==> src/rtl/add_seq_pkg.sv <==
// Shared types and default sizing for the chunked sequential adder (add_seq).
package add_seq_pkg;

   typedef enum logic [1:0] {
      IDLE = 2'd0,
      RUN  = 2'd1,
      DONE = 2'd2
   } state_t;

   localparam int DEF_WIDTH = 64;
   localparam int DEF_CHUNK = 16;

endpackage

==> src/rtl/add_chunk.sv <==
// W-bit combinational adder slice: sum, carry-out and carry into the MSB.
module add_chunk #(
   parameter int W = 16
) (
   input  logic [W-1:0] a,
   input  logic [W-1:0] b,
   input  logic         cin,
   output logic [W-1:0] sum,
   output logic         cout,
   output logic         cmsb
);

   logic [W:0] w_full;

   assign w_full = {1'b0, a} + {1'b0, b} + {{W{1'b0}}, cin};
   assign sum    = w_full[W-1:0];
   assign cout   = w_full[W];
   // Sum MSB is a^b^c at that bit, so the carry into it falls out by xor.
   assign cmsb   = w_full[W-1] ^ a[W-1] ^ b[W-1];

endmodule

==> src/rtl/add_seq.sv <==
// Multi-cycle adder: CHUNK bits per cycle, result NCHUNK cycles after accept, held until out_ready.
// ADD_SEQ_OVF_EN adds out_ovf (signed overflow), captured and held alongside out_cout.
module add_seq
   import add_seq_pkg::*;
#(
   parameter int WIDTH = DEF_WIDTH,
   parameter int CHUNK = DEF_CHUNK
) (
   input  logic             clk,
   input  logic             rst_n,
   input  logic             in_valid,
   output logic             in_ready,
   input  logic [WIDTH-1:0] in_a,
   input  logic [WIDTH-1:0] in_b,
   input  logic             in_cin,
   output logic             out_valid,
   input  logic             out_ready,
   output logic [WIDTH-1:0] out_sum,
   output logic             out_cout,
`ifdef ADD_SEQ_OVF_EN
   output logic             out_ovf,
`endif
   output logic             busy
);

   localparam int NCHUNK = WIDTH / CHUNK;
   localparam int IDX_W  = (NCHUNK > 1) ? $clog2(NCHUNK) : 1;
   localparam logic [IDX_W-1:0] LAST_IDX = IDX_W'(NCHUNK - 1);

   generate
      if (WIDTH % CHUNK != 0) begin : g_bad_cfg
         $error("add_seq: WIDTH must be an integer multiple of CHUNK");
      end
   endgenerate

   state_t           r_state;
   logic [WIDTH-1:0] r_a;
   logic [WIDTH-1:0] r_b;
   logic [WIDTH-1:0] r_sum;
   logic [IDX_W-1:0] r_idx;
   logic             r_carry;
   logic             r_cout;
   logic             r_valid;

   logic [CHUNK-1:0] w_a_chunk;
   logic [CHUNK-1:0] w_b_chunk;
   logic [CHUNK-1:0] w_chunk_sum;
   logic             w_chunk_cout;
   logic             w_chunk_cmsb;

   assign w_a_chunk = r_a[r_idx*CHUNK +: CHUNK];
   assign w_b_chunk = r_b[r_idx*CHUNK +: CHUNK];

   add_chunk #(.W(CHUNK)) u_add_chunk (
      .a    (w_a_chunk),
      .b    (w_b_chunk),
      .cin  (r_carry),
      .sum  (w_chunk_sum),
      .cout (w_chunk_cout),
      .cmsb (w_chunk_cmsb)
   );

`ifdef ADD_SEQ_OVF_EN
   logic r_ovf;

   // Overflow only means anything on the top chunk, so it is sampled with out_cout.
   always_ff @(posedge clk or negedge rst_n) begin
      if (!rst_n) begin
         r_ovf <= 1'b0;
      end else if (r_state == RUN && r_idx == LAST_IDX) begin
         r_ovf <= w_chunk_cmsb ^ w_chunk_cout;
      end
   end

   assign out_ovf = r_ovf;
`else
   logic w_unused_cmsb;
   assign w_unused_cmsb = w_chunk_cmsb;
`endif

   always_ff @(posedge clk or negedge rst_n) begin
      if (!rst_n) begin
         r_state <= IDLE;
         r_a     <= '0;
         r_b     <= '0;
         r_sum   <= '0;
         r_idx   <= '0;
         r_carry <= 1'b0;
         r_cout  <= 1'b0;
         r_valid <= 1'b0;
      end else begin
         case (r_state)
            IDLE: begin
               if (in_valid) begin
                  r_a     <= in_a;
                  r_b     <= in_b;
                  r_carry <= in_cin;
                  r_idx   <= '0;
                  r_state <= RUN;
               end
            end
            RUN: begin
               r_sum[r_idx*CHUNK +: CHUNK] <= w_chunk_sum;
               r_carry                     <= w_chunk_cout;
               if (r_idx == LAST_IDX) begin
                  r_cout  <= w_chunk_cout;
                  r_valid <= 1'b1;
                  r_state <= DONE;
               end else begin
                  r_idx <= r_idx + 1'b1;
               end
            end
            DONE: begin
               if (out_ready) begin
                  r_valid <= 1'b0;
                  r_state <= IDLE;
               end
            end
            default: begin
               r_valid <= 1'b0;
               r_state <= IDLE;
            end
         endcase
      end
   end

   assign in_ready  = (r_state == IDLE);
   assign busy      = (r_state != IDLE);
   assign out_valid = r_valid;
   assign out_sum   = r_sum;
   assign out_cout  = r_cout;

endmodule

==> config.mk <==
export PLATFORM = sky130hd
export DESIGN_NAME = add_seq
export DESIGN_NICKNAME = d
export VERILOG_FILES = /design/src/rtl/add_seq_pkg.sv /design/src/rtl/add_chunk.sv /design/src/rtl/add_seq.sv
export SDC_FILE = /design/constraint.sdc
export NUM_CORES = 1
export LEC_CHECK = 0
export BUFFER_PORTS_ARGS = -buffer_cell sky130_fd_sc_hd__buf_2
export CELL_PAD_IN_SITES_DETAIL_PLACEMENT = 1
export CELL_PAD_IN_SITES_GLOBAL_PLACEMENT = 1
export CORE_MARGIN = 2
export CORE_UTILIZATION = 40
export DETAILED_ROUTE_END_ITERATION = 8
export PLACE_DENSITY_LB_ADDON = 0.1
export SYNTH_ARGS = -nofsm -noshare
export SYNTH_HDL_FRONTEND = slang
export SYNTH_SLANG_ARGS = --single-unit
export TNS_END_PERCENT = 10
==> constraint.sdc <==
create_clock -name clk -period 4.3 [get_ports clk]
set_input_delay 0.43 -clock clk [delete_from_list [all_inputs] [get_ports clk]]
set_output_delay 0.43 -clock clk [all_outputs]
set_load 0.1 [all_outputs]
==> flow_metrics.py <==
metrics = {
    "placement": {
        "preCtsSetupSlack_ps": 805,
        "port_buffers": 200,
        "dp_hpwl_um": 19300,
        "place_congestion": 0.794,
    },
    "critical_path": {
        "critPathTopFamily": "adder cells",
        "cp_slowest_cell": "dfrtp_2",
        "critPathMaxStageDelay_ps": 620,
        "worstSetupEndpointType": "flip-flop",
        "crit_required_ps": 4630,
        "cpMostUsedCell": "fa_1",
        "reg2reg_slack_ps": 830,
        "setup.worst_path.class": "reg2reg",
        "cp_data_arrival_time_ps": 3800,
        "path_cells": "mux4_2 > fa_1 > fa_1 > a21oi_1 > o211a_4 > nor3_1 > or3_1 > a32o_1",
        "crit_buf_inv": 0,
        "cp_max_fo": 13,
        "start_kind": "flip-flop",
    },
    "cts": {
        "cts_buffers": 17,
        "cts_setup_buffers": 0,
        "clock_sinks": 199,
        "clk_latency_ps": 440,
        "cts.path.max_buffers": 2,
        "cts_root_buf": "clkbuf_16",
        "hold_buffers": 0,
        "clkTransAtPathRegs_ps": 80,
        "cts_tree": "built",
        "cts_resized": 0,
        "cts_max_level": 4,
    },
    "finish": {
        "finish.utilization_pct": 49.0,
        "drive_gt1_share_pct": 27.8,
        "antenna_cells": 0,
        "area_growth_pct": 20.1,
        "fillers": 2588,
        "nets": 1246,
    },
    "timing": {
        "fin_tns_setup_ps": 0,
        "slew_headroom_pct": 25.2,
        "period_share_pct": 80.7,
        "finalClockSkew_ps": 14.2,
        "max_freq_mhz": 288,
        "rsz0062_at_grt": "no",
        "finalMaxSlewViolations": 0,
        "setup_viol": 0,
        "hold_viol": 0,
        "finalCriticalPeriod_ps": 3470,
        "fin_ws_ps": 831,
        "tightest_slew_ps": 1120,
    },
    "die": {
        "initial_core_util_pct": 40.8,
        "rows": 55,
        "dieArea_mm2": 0.0243,
        "core_area_mm2": 0.0226,
        "ioPinCount": 201,
        "die_y_um": 156,
        "die_w_um": 156,
    },
    "yosys": {
        "synth_area_leaders": "dfrtp_1 (54%), nand2_1 (17%), mux4_2 (7.8%), ha_1 (2.8%), a22o_1 (2.7%)",
        "yosysUniqueCellTypes": 61,
        "synth_most_common_cell": "nand2_1",
        "synthArstFlopShare_pct": 100,
        "avgSynthCellArea_um2": 10.1,
        "netlist.area_leader.share_pct": 53.9,
        "synth_seq_area_share_pct": 53.9,
        "synthFlopType": "dfrtp_1",
        "synth_area_leader_cell": "dfrtp_1",
        "yosysWarnings": 0,
        "synth_common_cells": "nand2_1 (416), dfrtp_1 (199), mux4_2 (32)",
        "ys_ff_latch": 199,
        "synth.net_count": 1066,
        "netlist_area_mm2": 0.00924,
        "netlist_instances": 910,
        "synth_edf_count": 0,
    },
    "global_routing": {
        "overflow": 0,
        "grt_pass1_vias": 7698,
        "grt_first_pass_wirelength_um": 42600,
        "track_usage_pct": 22.7,
        "grt_max_degree": 104,
        "antenna_found_initial": 0,
    },
    "status": {
        "status": "completed",
    },
    "detailed_routing": {
        "drcViolationCount": 0,
        "ant_nets": 0,
        "routed_wl_um": 27000,
        "via_per_inst": 5.30,
        "wl_per_cell_um": 19.4,
        "first_iter_violations": 344,
        "drt_first_pass_iters": 4,
        "vias": 7362,
    },
    "worst_hold_path": {
        "hp-class": "in2async",
    },
    "flow_run": {
        "maxCapViolations": 0,
    },
}
[cell usage in the layout, fill, tap and decap left out, types with 4 or more instances in the layout]
cell	n
nand2_1	415
buf_2	199
dfrtp_1	197
mux4_2	32
a22o_1	28
ha_1	21
a32o_1	20
o21ai_0	18
clkbuf_16	17
a21oi_1	15
buf_4	10
nor2_1	9
a21o_1	8
o31ai_1	8
inv_1	7
xnor2_1	5
nand2_2	4
nand3_1	4
or3_4	4
inv_6	4
[flip-flops by register name (all words and copies together), names as in the netlist]
register and count:
r_carry 1, r_b 64, out_valid 1, r_a 64
out_cout 1, r_state 2, out_sum 64, r_idx 2
[final cells by class]
| cell class | count | area, um^2 | area share, % |
|---|---|---|---|
| Tap cell | 285 | 357 | 3.21 |
| Clock inverter | 14 | 179 | 1.61 |
| Multi-Input combinational cell | 654 | 4010 | 36.1 |
| Timing Repair Buffer | 211 | 1100 | 9.96 |
| Inverter | 7 | 26.3 | 0.237 |
| Clock buffer | 18 | 439 | 3.96 |
| Sequential cell | 199 | 4980 | 44.9 |
[metrics by stage]
stage | cells | hold WS [ps] | area, um^2
floorplan | 910 | 134 | 9240
global placement | 1356 | 453 | 10500
finish | 1388 | 51.4 | 11100
detailed placement | 1356 | 461 | 10500
CTS | 1388 | 90.2 | 11100
global route | 1388 | 103 | 11100
[routing by layer]
layer | up-vias | global-route usage [%] | part of all wire [%]
met5 | - | 0 | 0
met4 | 0 | 4.63 | 0.86
met3 | 17 | 3.83 | 4.5
met2 | 187 | 35.9 | 46
met1 | 3708 | 33.3 | 48
li1 | 3450 | - | -
[cell families (layout without fill, tap and decap cells)]
family                     Yosys count  count (layout)  synth area share (%)
AOI/OAI and AO/OA                  128             128                  10.8
xor gates and xnor gates             5               5                 0.474
adders and majority gates           23              23                  3.28
buffers and inverters               57             250                  2.79
DFF                                199             199                  53.9
muxes                               32              32                  7.80
and+or+nand+nor                    466             466                  20.9
[final timing paths]
check | from | end | cells after the start
worst max-delay path | r_idx[0] | out_sum[58] | 8
worst min-delay path | rst_n | out_sum[62] | 1
worst max register to register | r_idx[0] | out_sum[58] | 8
worst min register to register | r_a[22] | r_a[22] | 2
max in group asynchronous | rst_n | r_a[27] | 2
min in group clk | in_a[62] | r_a[62] | 3
Power is left out: the tool's default activity adds up to more than one toggle a clock period on the data nets, which glitch-free logic cannot reach.
